## config.mk

```make
export PLATFORM = sky130hd
export DESIGN_NAME = carregador_matrizes
export DESIGN_NICKNAME = d
export VERILOG_FILES = /design/src/rtl/carregador_matrizes.sv
export SDC_FILE = /design/constraint.sdc
export NUM_CORES = 1
export LEC_CHECK = 0
export BUFFER_PORTS_ARGS = -buffer_cell sky130_fd_sc_hd__clkbuf_2
export CELL_PAD_IN_SITES_DETAIL_PLACEMENT = 1
export CELL_PAD_IN_SITES_GLOBAL_PLACEMENT = 2
export CORE_UTILIZATION = 36
export DETAILED_ROUTE_END_ITERATION = 7
export GPL_TIMING_DRIVEN = 0
export HOLD_SLACK_MARGIN = 0.1
export PLACE_DENSITY = 0.95
export REMOVE_ABC_BUFFERS = 1
export SLEW_MARGIN = 10
export SYNTH_ARGS = -nofsm -noshare
export SYNTH_HDL_FRONTEND = slang
export SYNTH_SLANG_ARGS = --single-unit
```

## constraint.sdc

```tcl
create_clock -name clk -period 22.1 [get_ports clk]
set_input_delay 3.315 -clock clk [delete_from_list [all_inputs] [get_ports clk]]
set_output_delay 3.315 -clock clk [all_outputs]
set_load 0.02 [all_outputs]
```

## src/rtl/carregador_matrizes.sv

```systemverilog
// Serial loader for the 5x5 matrix multiplier: receives A then B row-major over a
// valid/ready byte stream and presents them as zero-filled packed buses until acknowledged.
module carregador_matrizes #(
  parameter int ELEM_W  = 8,
  parameter int DIM_MAX = 5
) (
  input  logic                              clk,
  input  logic                              rst,
  input  logic                              start,
  input  logic [1:0]                        matrix_size,
  input  logic [ELEM_W-1:0]                 data_in,
  input  logic                              data_valid,
  output logic                              data_ready,
  output logic [DIM_MAX*DIM_MAX*ELEM_W-1:0] A,
  output logic [DIM_MAX*DIM_MAX*ELEM_W-1:0] B,
  output logic [1:0]                        size_out,
  output logic                              matrices_valid,
  input  logic                              out_ack,
  output logic                              busy
);

  localparam int ROW_W = DIM_MAX * ELEM_W;
  localparam int BUS_W = DIM_MAX * ROW_W;
  localparam int POS_W = $clog2(BUS_W);
  localparam int IDX_W = $clog2(DIM_MAX);

  typedef enum logic [1:0] {
    IDLE   = 2'd0,
    LOAD_A = 2'd1,
    LOAD_B = 2'd2,
    DONE   = 2'd3
  } state_t;

  state_t             state, state_next;
  logic [BUS_W-1:0]   a_q, b_q;
  logic [1:0]         size_q;
  logic [IDX_W-1:0]   row, col, last;
  logic [POS_W-1:0]   pos;
  logic               start_ok, xfer, last_xfer;

  // Handshake: a byte moves on a rising edge where data_valid && data_ready;
  // data_ready depends only on the registered state, never on data_valid.
  assign busy           = (state == LOAD_A) || (state == LOAD_B);
  assign data_ready     = busy;
  assign matrices_valid = (state == DONE);
  assign A              = a_q;
  assign B              = b_q;
  assign size_out       = size_q;

  // Size code 0..3 means N = 2..5, so the last row/col index is code + 1.
  assign last      = IDX_W'(size_q) + IDX_W'(1);
  assign start_ok  = start && ((state == IDLE) || (state == DONE));
  assign xfer      = data_valid && busy;
  assign last_xfer = xfer && (row == last) && (col == last);
  assign pos       = POS_W'(row) * POS_W'(ROW_W) + POS_W'(col) * POS_W'(ELEM_W);

  always_comb begin
    state_next = state;
    case (state)
      IDLE:    if (start) state_next = LOAD_A;
      LOAD_A:  if (last_xfer) state_next = LOAD_B;
      LOAD_B:  if (last_xfer) state_next = DONE;
      DONE: begin
        if (start)        state_next = LOAD_A;
        else if (out_ack) state_next = IDLE;
      end
      default: state_next = IDLE;
    endcase
  end

  always_ff @(posedge clk or posedge rst) begin
    if (rst) begin
      state  <= IDLE;
      a_q    <= '0;
      b_q    <= '0;
      size_q <= '0;
      row    <= '0;
      col    <= '0;
    end else begin
      state <= state_next;
      if (start_ok) begin
        a_q    <= '0;
        b_q    <= '0;
        size_q <= matrix_size;
        row    <= '0;
        col    <= '0;
      end else if (xfer) begin
        if (state == LOAD_A) a_q[pos +: ELEM_W] <= data_in;
        else                 b_q[pos +: ELEM_W] <= data_in;
        // Wrapping both indices on the final element readies them for matrix B.
        if (col == last) begin
          col <= '0;
          row <= (row == last) ? '0 : row + IDX_W'(1);
        end else begin
          col <= col + IDX_W'(1);
        end
      end
    end
  end

endmodule

```

=== After elaboration in Yosys (flattened, before gate mapping) ===
Index checks and enable logic that the tools add are counted.
W data, S select, Z words.

* Flip-flop bits (word level): 410
* RAM bits: 0
* Output and inout bits: 405
* Bits in read-only memories: 0
* Bits in latches: 0
* Logic and storage cells: 59
* Memories kept: 0

* Bitwise gates (word level): 0
* Multiply operators: 1
* Reductions and logical operators: 14
* Eq/ne operators: 10
* Magnitude comparators: 0
* Mux-type cells: 21
* Divide/modulo/power cells: 0
* Shift-type cells: 2
* $add $sub $neg: 5

{| class="wikitable"
|+ Operators by type and width
! operator !! count
|-
| $mux W200 || 6
|-
| $bwmux W200 || 2
|-
| $shift A8 B10 Y200 const A || 1
|-
| $shiftx A8 B10 Y200 || 1
|-
| $mux W3 || 7
|-
| $mux W2 || 5
|-
| $neg A8 Y10 || 1
|-
| $add A8 B6 Y8 || 1
|-
| $ne A2 B2 Y1 const B || 4
|-
| $pmux W2 S4 || 1
|-
| $add A3 B1 Y3 const B || 2
|-
| $eq A3 B3 Y1 || 2
|-
| $reduce_and A2 Y1 || 3
|-
| $reduce_bool A2 Y1 || 3
|-
| $mul A3 B3 Y5 const B || 1
|-
| $eq A2 B2 Y1 const B || 2
|-
| $logic_and A1 B1 Y1 || 4
|-
| $reduce_and A4 Y1 || 1
|-
| $add A2 B1 Y3 const B || 1
|-
| $ne A3 B2 Y1 const B || 1
|-
| $eq A2 B1 Y1 const B || 1
|-
| $logic_not A2 Y1 || 1
|-
| $logic_or A1 B1 Y1 || 2
|}

=== Depth between registers and ports, before layout ===
* Depth in word-level cells: 8
* Depth in mapped cells: 12

=== Least setup slack after synthesis ===
Ideal clock, no wire load.

* Path kind: in2reg
* Start: input port data_valid
* End: register b_q[32], in the netlist B[32]
* Path buffers: 1
* Cell stages on the path: 7
* Path slack: 17,184 ps
* Data arrival time: 4,784 ps
* Path through: nand2b_1 > nor3_2 > inv_1 > buf_1 > nor4_4 > mux2i_1 > nor2_1

* Longest elaborated chain between the ends: 3

{| class="wikitable"
|+ RTL lines
! element !! line !! source
|-
| start: declaration || 12 || <nowiki>input logic data_valid,</nowiki>
|-
| $logic_and A1 B1 Y1 || 53 || <nowiki>assign xfer = data_valid && busy;</nowiki>
|-
| $reduce_bool A2 Y1 (no line) || -- ||
|-
| $reduce_and A2 Y1 (no line) || -- ||
|-
| end signal: indexed assignment || 89 || <nowiki>else b_q[pos +: ELEM_W] <= data_in;</nowiki>
|-
| end: declaration || 35 || <nowiki>logic [BUS_W-1:0] a_q, b_q;</nowiki>
|}

Every way passes these cells.
A chain may end at the register's enable or synchronous reset.

=== Worst setup path after layout ===
* Start: input port data_valid
* End: register b_q[79], in the netlist B[79]

The elaborated chain is that of the path after synthesis.

==> impl_metrics.ini <==
[drt]
ant_nets = 0
viasPerCell = 5.51
routed_wl_um = 61800
wl_per_cell_um = 24.1
first_pass_iters = 7
drc_errors = 23
drtIter0Drc = 1030
vias = 14100

[worst_hold_path]
hold_depth = 1
hold-path-endpoint = B[190]
min_path_type = reg2reg
worstHoldStart = B[190]

[power_and_ir_drop]
leakage_nw = 10.6
p_per_area_nw_per_um2 = 106
ir_drop_mv = 0.0696

[sta]
fin_skew_ps = 16.1
rsz0062_at_grt = false
report.final.slew_viol_count = 0
tns_ps = 0
worst_pin_slew_ps = 1220
max_freq_ghz = 0.191
slew_headroom = 0.182
setup_violations = 0
fin_crit_sh = 0.237
period_minus_slack_ps = 5240
hold_violations = 0
fin_ws_ps = 16860

[setup_path]
crit_required_ps = 22590
timing.rr.start = row[0]
crit_path_max_fanout = 8
crit_path_end_kind = flop
rr_worst_depth = 12
crit_arrival_ps = 5730
critical_path_class = in2reg
r2r_slack_ps = 17730
reg2reg_to = A[92]
start_kind = input port

[global_route]
antenna_found_initial = 0
track_usage = 0.253
grt_start_max_net_pins = 123
grt_pass1_vias = 14900
grt_pass1_wl_um = 94000
overflow = 0

[logic_synthesis]
async_flop_share = 1.00
synth_edf_count = 0
avgSynthCellArea_um2 = 11.0
ys_ff_latch = 410
ys.flop_type = dfrtp_1
ys_types = 54
synthCells = 1557
synth_area_um2 = 17200
ys_warn_count = 0
seq_area_frac_synth = 0.597

[cts]
ctsResizeCount = 0
cts_sinks = 410
path_clk_slew_ps = 60
clockBufferDepth = 3
cts_setup_buffers = 0
cts_max_level = 2
cts_root_buffer = clkbuf_16
holdBufCountCts = 0
cts_tree = yes
clkLatencyLatePin_ps = 570
cts_buffers = 45

[die]
die_y_um = 220
start_util = 0.367
core_area_um2 = 46900
fp.dieArea_um2 = 48600
core.rowCount = 79
ios = 420
die_x_um = 220

[placement]
dp_slack_ps = 15960
port_buffers = 419
dpl.hpwl_um = 41800
dp.cells = 2486
dpl_cell_area_um2 = 20000
place.gp.congestion = 0.860

[finish]
layout.nets = 1957
layout_common_cells = 419 x clkbuf_2, 410 x dfrtp_1, 249 x nand2_1
fin_area_um2 = 21600
area_growth_pct = 25.4
layout_commonest_cell = clkbuf_2
n_fill_cell = 5189
drive_above_1_share = 0.284
stdcell_count = 2567
antenna-diode-count = 0

[outcome]
status = finished, violations left
violations = design-rule violations

[job]
cap_viol_max_count = 0
sequential cells by signal, summed over array words and instances, names as in the netlist:
register  flops
state         2
row           3
col           3
size_out      2
B           200
A           200
Yosys cell counts (14+ instances only):
cell	n	area share
ha_1	14	0.010
o2bb2ai_1	60	0.031
clkbuf_1	100	0.022
o21ai_0	110	0.032
nor2_1	89	0.019
a32o_1	56	0.033
dfrtp_1	410	0.60
nor3_1	16	0.0047
nand3_1	104	0.030
a21oi_1	63	0.018
mux2i_1	132	0.077
nand2_1	250	0.055
through the flow:
stage	utilization	total power, W	hold WS [ps]
finish	0.460	0.00228	486
detailed placement	0.427	0.00152	476
CTS	0.459	0.00230	493
floorplan	-	0.00123	554
global placement	0.418	0.00144	471
global route	0.460	0.00238	511
worst max path at each step:
stage	depth (start not counted)	startpoint	end
5_1_grt	7	data_valid	B[79]
3_3_place_gp	2	rst	B[35]
2_1_floorplan	1	rst	A[0]
4_1_cts	6	data_valid	B[163]
3_5_place_dp	6	data_valid	B[163]
6_report	7	data_valid	B[79]
worst max-delay path, stage by stage:
cell and delay, ps:
clkbuf_2 150, nand2_1 110, nor3_1 770, nand2_1 220, nor3_1 760, nand2_1 180
a21oi_1 210
final cells by class:
cell class	count	area [um^2]	share of cell area
clock buffers	67	1320	0.0613
clock inverters	13	173	0.00801
inverters	8	37.5	0.00174
multi-input cells	1021	6540	0.304
flip-flops and latches	410	10300	0.476
well taps	607	759	0.0352
repair buffers	441	2460	0.114
routing by layer:
| layer | global-route usage | wire length, um | up-vias |
|---|---|---|---|
| met5 | 0 | 0 | - |
| met4 | 0.0660 | 1190 | 0 |
| met3 | 0.0665 | 4630 | 73 |
| met2 | 0.421 | 30500 | 424 |
| met1 | 0.326 | 25500 | 7353 |
| li1 | - | - | 6289 |
cells by family after synthesis:
kind of cell | count (synthesis) | share of synthesized area
compound gates | 337 | 0.136
fa+ha+maj | 15 | 0.0114
mux | 133 | 0.0776
flops | 410 | 0.597
simple gates | 523 | 0.142
buf+inv | 126 | 0.0287
xor+xnor | 13 | 0.00786
report_power, final:
part           internal (W)  total (W)  leakage (nW)  switching [W]
clock network      0.000459   0.000769         0.737       0.000310
logic              0.000171   0.000700          4.10       0.000529
registers          0.000787   0.000815          5.72      0.0000275
total               0.00142    0.00228          10.6       0.000866
Power figures use the tool's default switching activity.
